## src/rtl/dmem_pkg.sv

```systemverilog
// Shared constants and types for the port-B burst reader (dmem_burst_reader).
package dmem_pkg;

    localparam int unsigned DMEM_ADDR_W     = 16;
    localparam int unsigned DMEM_DATA_W     = 8;
    localparam int unsigned DMEM_FIFO_DEPTH = 4;
    // Width of occupancy and credit counters; covers FIFO depths up to 255.
    localparam int unsigned DMEM_OCC_W      = 8;

    typedef enum logic [1:0] {
        StIdle,
        StIssue,
        StDrain,
        StDone
    } dmem_rd_state_t;

endpackage

```

## src/rtl/dmem_rd_fifo.sv

```systemverilog
// Synchronous show-ahead return buffer with flush; the head entry sits in a
// dedicated output register so the stream outputs come straight from flops.
module dmem_rd_fifo
    import dmem_pkg::*;
#(
    parameter int unsigned WIDTH = 9,
    parameter int unsigned DEPTH = 4
) (
    input  logic             i_clk,
    input  logic             i_rst,
    input  logic             i_flush,
    input  logic             i_wr_en,
    input  logic [WIDTH-1:0] i_wr_data,
    input  logic             i_rd_en,
    output logic             o_valid,
    output logic [WIDTH-1:0] o_data
);

    localparam int unsigned PTR_W = (DEPTH > 1) ? $clog2(DEPTH) : 1;

    logic [WIDTH-1:0]      r_mem [DEPTH];
    logic [PTR_W-1:0]      r_wptr;
    logic [PTR_W-1:0]      r_rptr;
    logic [DMEM_OCC_W-1:0] r_cnt;
    logic                  r_valid;
    logic [WIDTH-1:0]      r_data;

    logic w_load;
    logic w_push;

    // Refill the output register whenever it is empty or being consumed.
    assign w_load = (!r_valid || i_rd_en) && (r_cnt != '0) && !i_flush;
    assign w_push = i_wr_en && !i_flush &&
                    ((r_cnt != DMEM_OCC_W'(DEPTH)) || w_load);

    always_ff @(posedge i_clk) begin
        if (w_push) begin
            r_mem[r_wptr] <= i_wr_data;
        end
    end

    always_ff @(posedge i_clk) begin
        if (i_rst) begin
            r_wptr  <= '0;
            r_rptr  <= '0;
            r_cnt   <= '0;
            r_valid <= 1'b0;
            r_data  <= '0;
        end else if (i_flush) begin
            r_wptr  <= '0;
            r_rptr  <= '0;
            r_cnt   <= '0;
            r_valid <= 1'b0;
        end else begin
            if (w_push) begin
                r_wptr <= (r_wptr == PTR_W'(DEPTH - 1)) ? '0 : r_wptr + PTR_W'(1);
            end
            if (w_load) begin
                r_data  <= r_mem[r_rptr];
                r_valid <= 1'b1;
                r_rptr  <= (r_rptr == PTR_W'(DEPTH - 1)) ? '0 : r_rptr + PTR_W'(1);
            end else if (i_rd_en) begin
                r_valid <= 1'b0;
            end
            r_cnt <= r_cnt + DMEM_OCC_W'(w_push) - DMEM_OCC_W'(w_load);
        end
    end

    assign o_valid = r_valid;
    assign o_data  = r_data;

endmodule

```

## src/rtl/dmem_burst_reader.sv

```systemverilog
// Sequential byte-read engine on data-memory port B feeding a valid/ready stream.
// Optional running checksum output is enabled with DMEM_READER_CHECKSUM_EN.
module dmem_burst_reader
    import dmem_pkg::*;
#(
    parameter int unsigned ADDR_W     = DMEM_ADDR_W,
    parameter int unsigned DATA_W     = DMEM_DATA_W,
    parameter int unsigned READ_LAT   = 2,
    parameter int unsigned FIFO_DEPTH = DMEM_FIFO_DEPTH
) (
    input  logic              i_clk,
    input  logic              i_rst,
    input  logic              i_start,
    input  logic              i_abort,
    input  logic [ADDR_W-1:0] i_base_addr,
    input  logic [ADDR_W:0]   i_length,
    output logic              o_busy,
    output logic              o_done,
    output logic [ADDR_W-1:0] o_ram_addr,
    input  logic [DATA_W-1:0] i_ram_q,
    output logic [DATA_W-1:0] o_out_data,
    output logic              o_out_valid,
    input  logic              i_out_ready,
    output logic              o_out_last
`ifdef DMEM_READER_CHECKSUM_EN
    ,
    output logic [15:0]       o_checksum
`endif
);

    localparam int unsigned LEN_W = ADDR_W + 1;

    dmem_rd_state_t r_state;
    dmem_rd_state_t w_state_d;

    logic [ADDR_W-1:0]     r_ram_addr;
    logic [ADDR_W-1:0]     r_next_addr;
    logic [LEN_W-1:0]      r_remaining;
    logic [DMEM_OCC_W-1:0] r_credit;
    logic                  r_busy;
    logic [READ_LAT-1:0]   r_tag_vld;
    logic [READ_LAT-1:0]   r_tag_last;

    logic              w_accept;
    logic              w_flush;
    logic              w_pop;
    logic              w_has_credit;
    logic              w_issue;
    logic              w_issue_last;
    logic              w_fifo_wr;
    logic              w_fifo_valid;
    logic [DATA_W:0]   w_fifo_data;

    assign w_accept = (r_state == StIdle) && i_start && !i_abort;
    assign w_flush  = (r_state != StIdle) && i_abort;
    assign w_pop    = w_fifo_valid && i_out_ready;

    // Credit covers reads in flight plus buffered bytes; a byte leaving this
    // cycle frees its slot early so a FIFO of READ_LAT+2 sustains full rate.
    assign w_has_credit = (r_credit < DMEM_OCC_W'(FIFO_DEPTH)) || w_pop;
    assign w_issue      = (r_state == StIssue) && !i_abort &&
                          (r_remaining != '0) && w_has_credit;
    assign w_issue_last = w_issue && (r_remaining == LEN_W'(1));

    always_ff @(posedge i_clk) begin
        if (i_rst) begin
            r_state <= StIdle;
        end else begin
            r_state <= w_state_d;
        end
    end

    always_comb begin
        w_state_d = r_state;
        o_done    = 1'b0;
        unique case (r_state)
            StIdle: begin
                if (i_start && !i_abort) begin
                    w_state_d = (i_length == '0) ? StDone : StIssue;
                end
            end
            StIssue: begin
                if (i_abort) begin
                    w_state_d = StIdle;
                end else if (w_issue_last) begin
                    w_state_d = StDrain;
                end
            end
            StDrain: begin
                if (i_abort) begin
                    w_state_d = StIdle;
                end else if (w_pop && w_fifo_data[DATA_W]) begin
                    w_state_d = StDone;
                end
            end
            StDone: begin
                o_done    = 1'b1;
                w_state_d = StIdle;
            end
            default: w_state_d = StIdle;
        endcase
    end

    always_ff @(posedge i_clk) begin
        if (i_rst) begin
            r_ram_addr  <= '0;
            r_next_addr <= '0;
            r_remaining <= '0;
            r_credit    <= '0;
            r_busy      <= 1'b0;
            r_tag_vld   <= '0;
            r_tag_last  <= '0;
        end else begin
            if (w_accept) begin
                r_next_addr <= i_base_addr;
                r_remaining <= i_length;
            end else if (w_issue) begin
                r_ram_addr  <= r_next_addr;
                r_next_addr <= r_next_addr + ADDR_W'(1);
                r_remaining <= r_remaining - LEN_W'(1);
            end

            if (w_flush) begin
                r_credit <= '0;
            end else begin
                r_credit <= r_credit + DMEM_OCC_W'(w_issue) - DMEM_OCC_W'(w_pop);
            end

            if (w_flush || (r_state == StDone)) begin
                r_busy <= 1'b0;
            end else if (w_accept && (i_length != '0)) begin
                r_busy <= 1'b1;
            end

            if (w_flush) begin
                r_tag_vld  <= '0;
                r_tag_last <= '0;
            end else begin
                r_tag_vld[0]  <= w_issue;
                r_tag_last[0] <= w_issue_last;
                for (int unsigned i = 1; i < READ_LAT; i++) begin
                    r_tag_vld[i]  <= r_tag_vld[i-1];
                    r_tag_last[i] <= r_tag_last[i-1];
                end
            end
        end
    end

    assign w_fifo_wr = r_tag_vld[READ_LAT-1] && !w_flush;

    dmem_rd_fifo #(
        .WIDTH (DATA_W + 1),
        .DEPTH (FIFO_DEPTH)
    ) u_fifo (
        .i_clk     (i_clk),
        .i_rst     (i_rst),
        .i_flush   (w_flush),
        .i_wr_en   (w_fifo_wr),
        .i_wr_data ({r_tag_last[READ_LAT-1], i_ram_q}),
        .i_rd_en   (w_pop),
        .o_valid   (w_fifo_valid),
        .o_data    (w_fifo_data)
    );

    assign o_busy      = r_busy;
    assign o_ram_addr  = r_ram_addr;
    assign o_out_valid = w_fifo_valid;
    assign o_out_data  = w_fifo_data[DATA_W-1:0];
    assign o_out_last  = w_fifo_valid && w_fifo_data[DATA_W];

`ifdef DMEM_READER_CHECKSUM_EN
    logic [15:0] r_checksum;

    always_ff @(posedge i_clk) begin
        if (i_rst) begin
            r_checksum <= '0;
        end else if (w_accept) begin
            r_checksum <= '0;
        end else if (w_pop) begin
            r_checksum <= r_checksum + 16'(o_out_data);
        end
    end

    assign o_checksum = r_checksum;
`endif

endmodule

```

## config.mk

```make
export PLATFORM = sky130hd
export DESIGN_NAME = dmem_burst_reader
export DESIGN_NICKNAME = d
export VERILOG_FILES = /design/src/rtl/dmem_pkg.sv /design/src/rtl/dmem_rd_fifo.sv /design/src/rtl/dmem_burst_reader.sv
export SDC_FILE = /design/constraint.sdc
export NUM_CORES = 1
export LEC_CHECK = 0
export ABC_AREA = 1
export BUFFER_PORTS_ARGS = -buffer_cell sky130_fd_sc_hd__buf_4
export CAP_MARGIN = 20
export CORE_AREA = 2 2 156 128
export CTS_BUF_LIST = sky130_fd_sc_hd__clkbuf_2 sky130_fd_sc_hd__clkbuf_4 sky130_fd_sc_hd__clkbuf_8
export CTS_CLUSTER_SIZE = 28
export DETAILED_ROUTE_END_ITERATION = 7
export DIE_AREA = 0 0 158 130
export REMOVE_ABC_BUFFERS = 1
export SLEW_MARGIN = 20
export SYNTH_ARGS = -nofsm -noshare
export SYNTH_HDL_FRONTEND = slang
export SYNTH_SLANG_ARGS = --single-unit
```

## constraint.sdc

```tcl
create_clock -name i_clk -period 2.9 [get_ports i_clk]
set_input_delay 0.58 -clock i_clk [delete_from_list [all_inputs] [get_ports i_clk]]
set_output_delay 0.58 -clock i_clk [all_outputs]
set_load 0.005 [all_outputs]
```

Word level (Yosys, flattened, before mapping)
Memories as Yosys holds them, arrays and structs flattened. A register that Yosys moved wholly into a read port is not among the register bits.
Index checks and enable logic that the tools add are counted.
{"block": "word_totals", "latchBits": 0, "n_memories": 1, "rom_bits": 0, "output_inout_bits": 28, "ramBits": 36, "in_bits": 46, "word_cells": 89, "regBits": 77}
{"block": "classes", "eq_ne": 10, "mul": 0, "add_sub_neg": 8, "div": 0, "n_mux": 18, "magnitude_cmp": 1, "reduce_logical": 37, "bitwise_logic": 2, "shifts": 0}
{"memory": "u_fifo.r_mem", "depth": 4, "width": 9, "read_ports": 1, "rd_clocked_by_memory_dff": 1, "write_ports": 1, "line": "dmem_rd_fifo.sv:21", "source": "logic [WIDTH-1:0] r_mem [DEPTH];"}
{"cell": "2-to-1 mux 17 bit", "n": 2}
{"cell": "nonzero test 17 bit", "n": 2}
{"cell": "2-to-1 mux 16 bit", "n": 2}
{"cell": "== test 17 x 1 -> 1 bit (second input constant)", "n": 1}
{"cell": "logical AND 1 bit", "n": 17}
{"cell": "zero test 17 bit", "n": 1}
{"cell": "subtractor 17 x 1 -> 17 bit (second input constant)", "n": 1}
{"cell": "adder 16 x 1 -> 16 bit (second input constant)", "n": 1}
{"cell": "adder 8 x 1 -> 8 bit", "n": 2}
{"cell": "2-to-1 mux 2 bit", "n": 8}
{"cell": "subtractor 8 x 1 -> 8 bit", "n": 2}
{"cell": "== test 2 bit (second input constant)", "n": 4}
{"cell": "< comparator 8 x 3 -> 1 bit (second input constant)", "n": 1}
{"cell": "inequality test 8 x 3 -> 1 bit (second input constant)", "n": 1}
{"cell": "one-hot mux 2 bit (4 select lines)", "n": 1}
{"cell": "nonzero test 8 bit", "n": 1}
{"cell": "inequality test 3 bit (second input constant)", "n": 2}
{"cell": "nonzero test 2 bit", "n": 3}
{"cell": "2-to-1 mux 1 bit", "n": 5}
{"cell": "adder 2 x 1 -> 2 bit (second input constant)", "n": 2}
{"cell": "logical OR 1 bit", "n": 4}
{"cell": "AND reduction 2 bit", "n": 2}
{"cell": "OR reduction 2 bit", "n": 2}
{"cell": "zero test 1 bit", "n": 3}
{"cell": "5 further kinds", "n": 6}

Logic depth before layout (Yosys ltp)
{"block": "logic_depth", "word_depth": 8, "depth_mapped": 22, "ltp_nobuf": 21}

Hierarchy
From an unflattened synthesis, not the netlist that was laid out.
{"block": "unflattened", "hier_cells": 833, "hier_area_um2": 6337.3}
{"module": "dmem_burst_reader", "seq_area_each_um2": 1281.2, "area_per_inst_um2": 3659.8, "cells_each": 554, "n_inst": 1}
{"module": "dmem_rd_fifo", "seq_area_each_um2": 1521.5, "area_per_inst_um2": 2677.6, "cells_each": 279, "n_inst": 1}

Worst setup path after synthesis
No wires, ideal clock.
{"block": "synth_timing", "kind": "input-to-reg", "start": "in i_abort", "end": "reg u_fifo.r_cnt[6]", "cell_stages": 20, "setup_slack_ns": 0.007, "setup_time_ns": 0.070, "arrival_time_ns": 2.824, "required_time_ns": 2.830, "n_path_buf": 1, "cell_sequence": "inv_1 > nor2_1 > nor2_1 > nand2_1 > inv_1 > buf_4 > ha_1 > inv_1 > ha_1 > inv_1 > fa_1 > inv_1 > a21oi_1 > o21ai_0 > nand2_1 > nand2_1 > nand2_1 > nand2_1 > nand2_1 > a21oi_1"}
{"block": "synth_between", "elab_chain_cells": 7, "word_cells_on_any_way": 10, "cone_classes": "add/sub (2); reduce/logical (8)"}
{"element": "start: declaration", "line": "dmem_burst_reader.sv:14", "source": "input logic i_abort,"}
{"element": "logical AND 1 bit (*)", "line": "dmem_burst_reader.sv:55", "source": "assign w_flush = (r_state != StIdle) && i_abort;"}
{"element": "zero test 1 bit (*)", "line": "dmem_rd_fifo.sv:32", "source": "assign w_load = (!r_valid || i_rd_en) && (r_cnt != '0) && !i_flush;"}
{"element": "logical AND 1 bit (*)", "line": "dmem_rd_fifo.sv:32"}
{"element": "via u_fifo.w_load", "line": "dmem_rd_fifo.sv:28", "source": "logic w_load;"}
{"element": "logical OR 1 bit", "line": "dmem_rd_fifo.sv:34", "source": "((r_cnt != DMEM_OCC_W'(DEPTH)) || w_load);"}
{"element": "logical AND 1 bit", "line": "dmem_rd_fifo.sv:33", "source": "assign w_push = i_wr_en && !i_flush &&"}
{"element": "adder 8 x 1 -> 8 bit", "line": "dmem_rd_fifo.sv:65", "source": "r_cnt <= r_cnt + DMEM_OCC_W'(w_push) - DMEM_OCC_W'(w_load);"}
{"element": "subtractor 8 x 1 -> 8 bit (*)", "line": "dmem_rd_fifo.sv:65"}
{"element": "end signal: assignment", "line": "dmem_rd_fifo.sv:65"}
{"element": "end: declaration", "line": "dmem_rd_fifo.sv:24", "source": "logic [DMEM_OCC_W-1:0] r_cnt;"}
Mark *: on every way through the listed nets, which the timed path passes. The rest lies on a longest branch.
A chain may end at the register's enable or synchronous reset.

Worst setup path after layout
{"block": "layout_timing", "start": "reg r_credit[4]", "end": "reg r_credit[6]"}
{"block": "layout_between", "elab_chain_cells": 5}
{"element": "start: declaration", "line": "dmem_burst_reader.sv:39", "source": "logic [DMEM_OCC_W-1:0] r_credit;"}
{"element": "start signal: assignment", "line": "dmem_burst_reader.sv:126", "source": "r_credit <= r_credit + DMEM_OCC_W'(w_issue) - DMEM_OCC_W'(w_pop);"}
{"element": "< comparator 8 x 3 -> 1 bit", "line": "dmem_burst_reader.sv:60", "source": "assign w_has_credit = (r_credit < DMEM_OCC_W'(FIFO_DEPTH)) || w_pop;"}
{"element": "logical OR 1 bit", "line": "dmem_burst_reader.sv:60"}
{"element": "logical AND 1 bit", "line": "dmem_burst_reader.sv:62", "source": "(r_remaining != '0) && w_has_credit;"}
{"element": "adder 8 x 1 -> 8 bit (*)", "line": "dmem_burst_reader.sv:126"}
{"element": "subtractor 8 x 1 -> 8 bit (*)", "line": "dmem_burst_reader.sv:126"}
Every way passes the cells marked *; elsewhere a longest branch is shown, timed or not.

==> flow_summary.yaml <==
sta:
  finalCriticalPeriod_ns: 2.65
  rsz0062_at_grt: "no"
  min_period_over_period_pct: 91.4
  setup_viol: 0
  relSlewSlack_pct: 41.9
  layout_setup_ws_ns: 0.251
  clock_skew_ns: 0.0133
  tightest_slew_ns: 0.870
  hold_violations: 0
  max_freq_mhz: 377
  drv_slew: 0
setup_path:
  worstRegToRegCells: 18
  arrival_ns: 2.96
  r2r-end: "r_credit[6]"
  r2r-start: "r_credit[4]"
  cp_max_fo: 3
  start_kind: "flop"
  required_ns: 3.21
  worstSetupPathType: "reg -> reg"
  crit_path_end_kind: "flop"
  r2r_setup_slack_ns: 0.25
die:
  core_area_um2: 19200
  io-pin-count: 74
  die_w_um: 158
  die-area_um2: 20500
  rows: 46
  initial_utilization_pct: 33.1
  die_h_um: 130
run_status:
  outcome: "complete, no violations"
logic_synthesis:
  synth_compound_area_share_pct: 11.8
  ys_warn_count: 0
  ys_ff_latch: 122
  synthMuxAreaShare_pct: 0
  async_flop_share_pct: 0
  yosys.area_share.simple_pct: 23.9
  synth_edf_count: 36
  synth_top_family_by_area: "simple AND/OR/NAND/NOR gates"
  synthAdderAreaFrac_pct: 7.12
  synth_xor_area_share_pct: 3.03
  postSynthAreaPerCell_um2: 7.57
  syn_area_um2: 6360
  yosysSeqAreaShare_pct: 44.1
  synthCells: 840
  synth_cell_types: 34
  ys.flop_type: "dfxtp_1"
cts:
  root_buffer: "clkbuf_8"
  clock_path_buffers: 2
  cts_setup_buffers: 0
  cts_tree: "built"
  cts_buffers: 17
  clkTransAtPathRegs_ns: 0.10
  clock_latency_ns: 0.45
  h-tree-depth: 4
  cts.sinks: 122
route:
  drtIter0Drc: 324
  postRouteAntennaNets: 0
  drcViolationCount: 0
  top_layer_used: "met4"
  dr_total_vias: 5437
  dr_wl_met2_um: 6610
  wl_met1_um: 7430
  vias_per_cell: 4.57
  dr.pass1.iters: 5
  totalWireLength_um: 15200
  wl_met3_um: 981
  wl_per_cell_um: 12.8
run:
  max_cap_viol_count: 0
pwr:
  pwr_density_cell_nw_per_um2: 768
  total_leakage_power_nw: 3.39
  vdd_drop_max_mv: 0.376
global_route:
  grt_pass1_wl_um: 24600
  grtUsageTotal_pct: 15.2
  first_global_vias: 5002
  antenna_found_initial: 0
  grt-ovfl-total: 0
  grt_max_degree: 42
placement:
  port_buffers: 73
  dp_slack_ns: -0.0112
  place_congestion: 0.841
  dp_hpwl_um: 10500
final_layout:
  nets: 994
  drive_gt1_share_pct: 15.7
  synthToLayoutAreaGrowth_pct: 19.4
  final_core_util_pct: 39.5
hold_path:
  hp-class: "in -> reg"
  hold_depth: 1
  min_from: "i_ram_q[3]"
  hold_path_end: "u_fifo.r_mem[1][3]"
-- report_power, final --
group / total [mW] / internal (mW) / switching (mW)
registers: 2.14 / 1.98 / 0.158
clock network: 1.56 / 0.723 / 0.834
logic: 2.14 / 0.861 / 1.28
total: 5.83 / 3.56 / 2.27
-- metal layers --
metal,up-vias,global-route usage (%)
met3,16,4.09
met2,151,23.9
li1,2861,-
met4,0,4.82
met5,-,0
met1,2409,20.5
-- per-stage QoR --
step                hold slack (ns)  power, mW  area (um2)  instances  setup TNS (ns)
detailed placement            0.404       4.28        7170       1158         -0.0112
global route                  0.307       6.31        7590       1190               0
global placement              0.395       4.25        7170       1158               0
finish                        0.321       5.83        7590       1191               0
CTS                           0.294       5.86        7570       1190               0
floorplan                     0.394       3.63        6170        805               0
-- cell usage in the layout (no fill, tap or decap), types with 2 or more instances in the layout --
cell type     n
a21oi_1      63
ha_1         32
nand4_1       6
o21ai_2       2
nor3_1       14
edfxtp_1     36
o211ai_1      2
o21ai_0      62
xnor2_1       5
a31oi_1       8
dfxtp_1      85
inv_2         3
a21oi_2       2
or2_2         3
clkbuf_8     17
clkinv_8      2
inv_1       112
inv_6         6
nand2_4       2
nor2_2        6
buf_4        89
clkinvlp_4    3
nor2_1       98
inv_8         3
nand2_1     172
nand3_1      60
xor2_1       17
o21ai_1       3
-- kinds of logic (layout without fill, tap and decap cells) --
logic type	after synthesis	in the layout
adders and majority gates	35	35
AOI/OAI and AO/OA	145	145
buffers and inverters	152	238
other	0	1
xor gates and xnor gates	22	22
and+or+nand+nor	364	364
DFF	122	122
-- worst max-delay path by stage --
stage                         start              end  slack (ns)  cells past startpoint
CTS                 u_fifo.r_cnt[5]  u_fifo.r_cnt[6]        0.14                     21
floorplan                   i_abort  u_fifo.r_cnt[6]        0.06                     19
global placement            i_abort  u_fifo.r_cnt[6]        0.05                     20
finish                  r_credit[4]      r_credit[6]        0.25                     18
global route            r_credit[4]      r_credit[6]       0.003                     18
detailed placement          i_abort  u_fifo.r_cnt[6]       -0.01                     20
-- critical path: stages, from the launching register on --
cell     delay, ns
dfxtp_1       0.34
inv_1         0.08
ha_1          0.20
nand3_1       0.07
nand3_1       0.09
a21oi_2       0.22
nand2_4       0.06
ha_1          0.27
inv_1         0.04
ha_1          0.20
fa_2          0.39
a21oi_2       0.15
o21ai_2       0.08
nand2_1       0.06
nand2_1       0.05
nand2_1       0.07
nand2_1       0.05
nand2_1       0.05
a21oi_1       0.06
-- cell usage after synthesis, types with 12 or more instances --
cell type  instances  area [um2]
dfxtp_1           86        1720
o21ai_0           64         320
a21oi_1           64         320
nand3_1           60         300
xor2_1            17         149
nand2_1          172         646
nor2_1            98         368
nor3_1            14        70.1
clkbuf_1          12        45.0
ha_1              33         413
inv_1            112         420
edfxtp_1          36        1080
-- sequential cells by signal, indices dropped and copies added (netlist names), 8 cells and up --
name and count:
r_next_addr 16, u_fifo.o_data 9, u_fifo.r_cnt 8, u_fifo.r_mem 36, o_ram_addr 16, r_remaining 17, r_credit 8
-- what timing repair did --
item                                    4_1_cts  5_1_grt
hold buffers                                  0        0
hold endpoints to repair                      0        0
endpoints found under the setup margin        0        3
resized for setup                             0        8
-- final cells by class --
type / count / area (um2)
clock inverters: 15 / 171
repair buffers: 89 / 668
well taps: 264 / 330
clock buffers: 17 / 234
fillers: 2016 / 11600
multi-input cells: 566 / 2940
flip-flops and latches: 122 / 2800
inverters: 117 / 444
diodes: 1 / 2.50
(Power assumes the default switching activity.)
